File: src/rtl/seq_pattern_tx.sv
// seq_pattern_tx: bit-serial pattern generator with repeat/gap control.
// Shifts a WIDTH-bit pattern out MSB-first on x with a valid strobe,
// optionally repeating it with idle gaps, then pulses done.
module seq_pattern_tx #(
  parameter int                 WIDTH   = 4,
  parameter logic [WIDTH-1:0]   PATTERN = 4'b1101,
  parameter int                 GAP     = 1,
  parameter int                 RPT_W   = 4
) (
  input  logic             clk,
  input  logic             reset,
  input  logic             start,
  input  logic             use_custom,
  input  logic [WIDTH-1:0] pattern_in,
  input  logic [RPT_W-1:0] repeats,
  output logic             x,
  output logic             x_valid,
  output logic             busy,
  output logic             done
);

  localparam int BCW = (WIDTH > 1) ? $clog2(WIDTH) : 1;
  localparam int GCW = (GAP > 1) ? $clog2(GAP) : 1;
  localparam logic [BCW-1:0] BIT_LAST = BCW'(WIDTH - 1);
  localparam logic [GCW-1:0] GAP_LAST = GCW'((GAP > 0) ? (GAP - 1) : 0);

  typedef enum logic [1:0] {
    IDLE     = 2'd0,
    SEND     = 2'd1,
    GAP_WAIT = 2'd2,
    DONE     = 2'd3
  } state_t;

  state_t           state, state_n;
  logic [WIDTH-1:0] pat, pat_n;      // latched pattern, reloaded per repetition
  logic [WIDTH-1:0] sh, sh_n;        // bits still to be sent, MSB next
  logic [BCW-1:0]   bitcnt, bit_n;   // index of the bit currently on x
  logic [GCW-1:0]   gapcnt, gap_n;
  logic [RPT_W-1:0] rcnt, rcnt_n;    // completed repetitions
  logic [RPT_W-1:0] rlat, rlat_n;    // latched repeat count, never 0
  logic             x_n, xv_n, busy_n, done_n;
  logic [WIDTH-1:0] sel;
  logic             last_rep;

  assign sel      = use_custom ? pattern_in : PATTERN;
  assign last_rep = (rcnt == (rlat - RPT_W'(1)));

  // State, datapath and registered outputs
  always_ff @(posedge clk) begin
    if (reset) begin
      state   <= IDLE;
      pat     <= PATTERN;
      sh      <= PATTERN;
      bitcnt  <= '0;
      gapcnt  <= '0;
      rcnt    <= '0;
      rlat    <= '0;
      x       <= 1'b0;
      x_valid <= 1'b0;
      busy    <= 1'b0;
      done    <= 1'b0;
    end else begin
      state   <= state_n;
      pat     <= pat_n;
      sh      <= sh_n;
      bitcnt  <= bit_n;
      gapcnt  <= gap_n;
      rcnt    <= rcnt_n;
      rlat    <= rlat_n;
      x       <= x_n;
      x_valid <= xv_n;
      busy    <= busy_n;
      done    <= done_n;
    end
  end

  // Next-state and next-output logic; x only set together with x_valid
  always_comb begin
    state_n = state;
    pat_n   = pat;
    sh_n    = sh;
    bit_n   = bitcnt;
    gap_n   = gapcnt;
    rcnt_n  = rcnt;
    rlat_n  = rlat;
    x_n     = 1'b0;
    xv_n    = 1'b0;
    busy_n  = 1'b0;
    done_n  = 1'b0;
    case (state)
      IDLE: begin
        if (start) begin
          pat_n   = sel;
          sh_n    = sel << 1;
          bit_n   = '0;
          rcnt_n  = '0;
          rlat_n  = (repeats == '0) ? RPT_W'(1) : repeats;
          x_n     = sel[WIDTH-1];
          xv_n    = 1'b1;
          busy_n  = 1'b1;
          state_n = SEND;
        end
      end
      SEND: begin
        busy_n = 1'b1;
        if (bitcnt != BIT_LAST) begin
          x_n   = sh[WIDTH-1];
          xv_n  = 1'b1;
          sh_n  = sh << 1;
          bit_n = bitcnt + BCW'(1);
        end else if (!last_rep) begin
          rcnt_n = rcnt + RPT_W'(1);
          if (GAP > 0) begin
            gap_n   = '0;
            state_n = GAP_WAIT;
          end else begin
            // zero gap: MSB of the next repetition follows the LSB directly
            x_n   = pat[WIDTH-1];
            xv_n  = 1'b1;
            sh_n  = pat << 1;
            bit_n = '0;
          end
        end else begin
          busy_n  = 1'b0;
          done_n  = 1'b1;
          state_n = DONE;
        end
      end
      GAP_WAIT: begin
        busy_n = 1'b1;
        if (gapcnt == GAP_LAST) begin
          x_n     = pat[WIDTH-1];
          xv_n    = 1'b1;
          sh_n    = pat << 1;
          bit_n   = '0;
          state_n = SEND;
        end else begin
          gap_n = gapcnt + GCW'(1);
        end
      end
      DONE: begin
        state_n = IDLE;
      end
      default: begin
        state_n = IDLE;
        pat_n   = PATTERN;
        sh_n    = PATTERN;
        bit_n   = '0;
        gap_n   = '0;
        rcnt_n  = '0;
        rlat_n  = '0;
      end
    endcase
  end

endmodule

File: config.mk
export PLATFORM = sky130hd
export DESIGN_NAME = seq_pattern_tx
export DESIGN_NICKNAME = d
export VERILOG_FILES = /design/src/rtl/seq_pattern_tx.sv
export SDC_FILE = /design/constraint.sdc
export NUM_CORES = 1
export LEC_CHECK = 0
export ABC_CLOCK_PERIOD_IN_PS = 2000
export CORE_MARGIN = 8
export CORE_UTILIZATION = 46
export DETAILED_ROUTE_END_ITERATION = 10
export MAX_ROUTING_LAYER = met4
export PLACE_DENSITY = 0.71
export SLEW_MARGIN = 30
export SYNTH_ARGS = -nofsm -noshare
export SYNTH_HDL_FRONTEND = slang
export SYNTH_SLANG_ARGS = --single-unit
File: constraint.sdc
create_clock -name clk -period 2 [get_ports clk]
set_clock_uncertainty 0.2 [all_clocks]
set_input_delay 0.4 -clock clk [delete_from_list [all_inputs] [get_ports clk]]
set_output_delay 0.4 -clock clk [all_outputs]
set_load 0.01 [all_outputs]
# Word level (Yosys, flattened, before mapping)
# Index checks and enable logic that the tools add are counted.
[totals]
wordCells = 72
input_bits = 12
ff_bits = 25
[classes]
bitwise = 1
add_sub_neg = 4
muxes = 35
n_eq_ne = 10
n_reduce_logical = 11
[op_table]
columns = ["op", "count"]
rows = [
  ["$mux W4", 8],
  ["$mux W1", 13],
  ["$mux W2", 6],
  ["$ne A2 B2 Y1 const B", 6],
  ["$pmux W4 S3", 1],
  ["$pmux W1 S3", 3],
  ["$pmux W2 S4", 1],
  ["$pmux W4 S2", 1],
  ["$reduce_and A4 Y1", 2],
  ["$pmux W2 S3", 1],
  ["$reduce_and A3 Y1", 2],
  ["$add A4 B1 Y4 const B", 1],
  ["$eq A2 B2 Y1 const B", 2],
  ["$eq A4 B4 Y1", 1],
  ["$logic_not A4 Y1", 1],
  ["$reduce_bool A2 Y1", 2],
  ["$sub A4 B1 Y4 const B", 1],
  ["$reduce_bool A3 Y1", 1],
  ["$reduce_or A3 Y1", 1],
  ["$add A2 B1 Y2 const B", 1],
  ["$eq A2 B1 Y1 const B", 1],
  ["$logic_not A2 Y1", 1],
  ["$pmux W1 S2", 1],
  ["$reduce_and A2 Y1", 1],
  ["2 further kinds", 2],
]

# Depth between registers and ports, before layout
# Gate-level depths: netlist of the first run.
[logic_depth]
depth_word = 5
ltp_mapped = 8

# Worst setup path after synthesis of the first run
# No wires, ideal clock.
[synth_timing]
path_kind = "reg2reg"
start = "reg state[0]"
end = "reg sh[3]"
arrival_ps = 1736
period_less_slack_ps = 2056
n_path_buf = 0
setup_slack_ps = -56
stages_incl_launch_ff = 6
path_cell_list = "dfxtp_1 -> inv_1 -> ha_1 -> o311ai_1 -> a311oi_1 -> a211o_1"
[synth_via]
elab_chain_cells = 3
[synth_lines]
columns = ["element", "line_no", "source"]
rows = [
  ["start, declared", "34", "state_t state, state_n;"],
  ["start signal, assigned", "63", "state <= state_n;"],
  ["$eq A2 B1 Y1 (tied with other cells)", "90", "case (state)"],
  ["$ne A2 B2 Y1 (no line) or $reduce_bool A3 Y1 (tied branches)", "n/a", ""],
  ["$reduce_and A4 Y1 (no line)", "n/a", ""],
  ["end signal, assigned", "65", "sh <= sh_n;"],
  ["end, declared", "36", "logic [WIDTH-1:0] sh, sh_n;"],
]
# Several ways; a longest one is shown, not always the timed one.
# A chain may end at the register's enable or synchronous reset.

# Worst setup path in the final report of the first run
[layout_timing]
start = "reg rcnt[2]"
end = "reg rcnt[2]"
[layout_via]
elab_chain_cells = 4
[layout_lines]
columns = ["element", "line_no", "source"]
rows = [
  ["start, declared", "39", "logic [RPT_W-1:0] rcnt, rcnt_n;"],
  ["start signal, assigned", "68", "rcnt <= rcnt_n;"],
  ["$add A4 B1 Y4", "112", "rcnt_n = rcnt + RPT_W'(1);"],
  ["$mux W4", "111", "end else if (!last_rep) begin"],
  ["$mux W4", "106", "if (bitcnt != BIT_LAST) begin"],
  ["$pmux W4 S2", "90", ""],
]
# Several ways; a longest one is shown, not always the timed one. The select of a mux whose other input is x is not followed.

==> results of run 1 <==
-- layer usage --
layer  global-route usage, %  vias up  share of wire [%]
li1                        -      541                  -
met1                   14.91      507                 44
met2                   22.94       25                 51
met3                   2.013        6                3.9
met4                   5.067        0               0.97
met5                       -        -                  0
-- logic make-up after synthesis --
logic type	synth area share (%)
AOI/OAI and AO/OA	24.08
xor gates and xnor gates	4.858
adders and majority gates	8.448
buffers and inverters	5.068
DFF	40.55
and+or+nand+nor	17.00
-- stage by stage --
step | utilization, % | setup TNS, ns | hold WS, ns | cell area [um^2]
floorplan | - | 0 | 0.2269 | 1192
global placement | 61.42 | -0.1256 | 0.2465 | 1508
detailed placement | 61.42 | -0.2242 | 0.2506 | 1508
CTS | 63.30 | 0 | 0.2811 | 1554
global route | 66.51 | -0.1305 | 0.2845 | 1633
finish | 66.51 | -0.01023 | 0.2808 | 1633
-- worst min path at each step --
stage,slack (ns),cells past startpoint,startpoint,end
floorplan,0.23,1,sh[0],sh[0]
global placement,0.25,1,sh[0],sh[0]
detailed placement,0.25,1,sh[0],sh[0]
CTS,0.28,1,sh[0],sh[0]
global route,0.28,1,sh[0],sh[0]
finish,0.28,1,pat[3],pat[3]
-- cell type report --
cell class	count	area, um^2	share of cell area (%)
multi-input combinational	90	724.4	44.37
sequential	24	489.2	29.96
timing repair buffer	35	300.3	18.39
inverter	12	45.04	2.759
tap	30	37.54	2.299
clock buffer	4	36.28	2.222
-- flip-flops by register name, indices dropped and copies added (netlist names), 2 cells and up --
signal and count:
rcnt 4, state 2, rlat 4, bitcnt 2, pat 4, sh 4
-- report_power, final --
group | total [mW] | internal (mW) | switching, mW | leakage [nW]
clock network | 0.253 | 0.111 | 0.142 | 0.0210
logic | 0.390 | 0.203 | 0.187 | 0.437
registers | 0.559 | 0.526 | 0.0328 | 0.200
total | 1.20 | 0.839 | 0.361 | 0.657
-- what timing repair did --
item | in CTS | in global routing
gates resized for setup | 3 | 15
endpoints found under the setup margin | 4 | 5
cloned | 0 | 0
hold buffers | 0 | 0
setup buffers | 0 | 1
pin swaps | 1 | 5
-- worst register-to-register path, cell delays in order, from the launching register on --
cell     delay [ns]
dfxtp_4        0.37
xnor3_1        0.39
nand3_2        0.12
nor2_2         0.05
or4_4          0.58
o32ai_4        0.22
-- cells in the final DEF, fill, tap and decap left out, types with 2 or more instances in the layout --
cell type,instances
buf_4,20
dfxtp_1,19
clkdlybuf4s50_1,15
a21oi_1,13
inv_1,10
nand2_1,10
nor3_1,7
nor2_1,5
a211oi_1,5
a211o_1,5
ha_1,5
nand2b_1,4
dfxtp_2,4
a221oi_1,3
clkbuf_4,3
inv_2,2
nor2b_1,2
a311oi_1,2
nand3_1,2
ha_2,2
==> results.ini, run 1 <==
[outcome]
status=complete, but fails checks
violations=setup timing

[final_layout]
nets=186
n_antenna_cell=0
nFillCells=219
area_delta_synth_final_pct=37.80
layoutNonFillerInstCount=195
drive_gt1_share_pct=26.06

[sta]
clock.fmax_mhz=497.5
worst_pin_slew_ns=0.4322
fin_ws_ns=-0.01023
min_period_ns=2.010
hold_viol=0
period_share_pct=100.5
slew_headroom_pct=71.12
maxSlewViolCount=0
rsz0062_at_grt=yes
setup_violations=1

[hold_path]
hold_path_class=flip-flop to flip-flop

[placed_design]
pre_cts_ws_ns=-0.08407
place_congestion=0.8124
dp_hpwl_mm=2.052
dp_cells=190
io_buffers=15

[synth]
synth_edf_count=0
synth_cells=130
yosysTopAreaCellShare_pct=40.55
yosys-top-cells-area=dfxtp_1 (41%), ha_1 (8.4%), a21oi_1 (5.5%)
seq_area_frac_synth_pct=40.55
yosys.area.top_type=dfxtp_1
yosysWarningCount=0
syn_nets=150
synth_area_um2=1185
ys.flop_type=dfxtp_1
avgSynthCellArea_um2=9.115
yosysMostFrequentCell=dfxtp_1
async_flop_share_pct=0
yosys_register_bits=24
yosysUniqueCellTypes=35
synthTopCellsByCount=dfxtp_1 (24), a21oi_1 (13), inv_1 (12)

[critical_path]
r2r_end=rcnt[2]
r2r_start=rcnt[2]
setup.worst_path.start=rcnt[2]
setup.worst_path.end=rcnt[2]
critPathMaxStageDelay_ns=0.58
cp_max_fo=4
crit_required_ns=2.02
r2r_cells=5
crit_family=simple AND/OR/NAND/NOR gates
path_buf_inv=0
cp.arrival_ns=2.03
critPathKind=flip-flop to flip-flop
cp_slowest_cell=or4_4
r2r_slack_ns=-0.01
cp-start-kind=flip-flop
worst-path-stages=5
crit_path_cell_trace=xnor3_1 -> nand3_2 -> nor2_2 -> or4_4 -> o32ai_4
end_kind=flip-flop

[die]
rows=18
die_h_um=66.75
dieArea_um2=4456
start_util_pct=48.27
ios=16
core_area_um2=2455
die_x_um=66.75

[route]
routedWlPerCell_um=14.30
ant_nets=0
viasPerCell=5.533
drt_wl_total_mm=2.789
vias=1079
drc=0
firstDrtPassIters=4
drt-initial-drc-count=28

[clock_tree]
cts_max_level=1
clock_sinks=24
cts_root_buffer=clkbuf_4
cts_buffer_depth=2
clkTransAtPathRegs_ns=0.13
cts_buffers=3
insertion_delay_ns=0.30
cts_tree=yes

[grt]
antenna_found_initial=0
grt.total_usage_pct=13.27
grt_start_max_net_pins=25
grt_pass1_wl_mm=4.602
grt_overflow=0
grt_pass1_vias=1091

[power_and_ir_drop]
p_leak_nw=0.6571
vdd_drop_max_v=0.0005442
power_density_nw_per_um2=735.4
power.total_mw=1.201

[run]
cap_violations=0

Note: power is estimated with default switching activity, not from simulation.
==> inputs of run 2 (changes only) <==
--- a/constraint.sdc
+++ b/constraint.sdc
@@ -4,2 +4,2 @@
 set_output_delay 0.4 -clock clk [all_outputs]
-set_load 0.01 [all_outputs]
+set_load 0.005 [all_outputs]
==> results of run 2 <==
Same layout as run 1 (identical final DEF). Status: complete, but fails checks: setup timing.
Among the figures that moved: total power 1.201 mW -> 1.197 mW
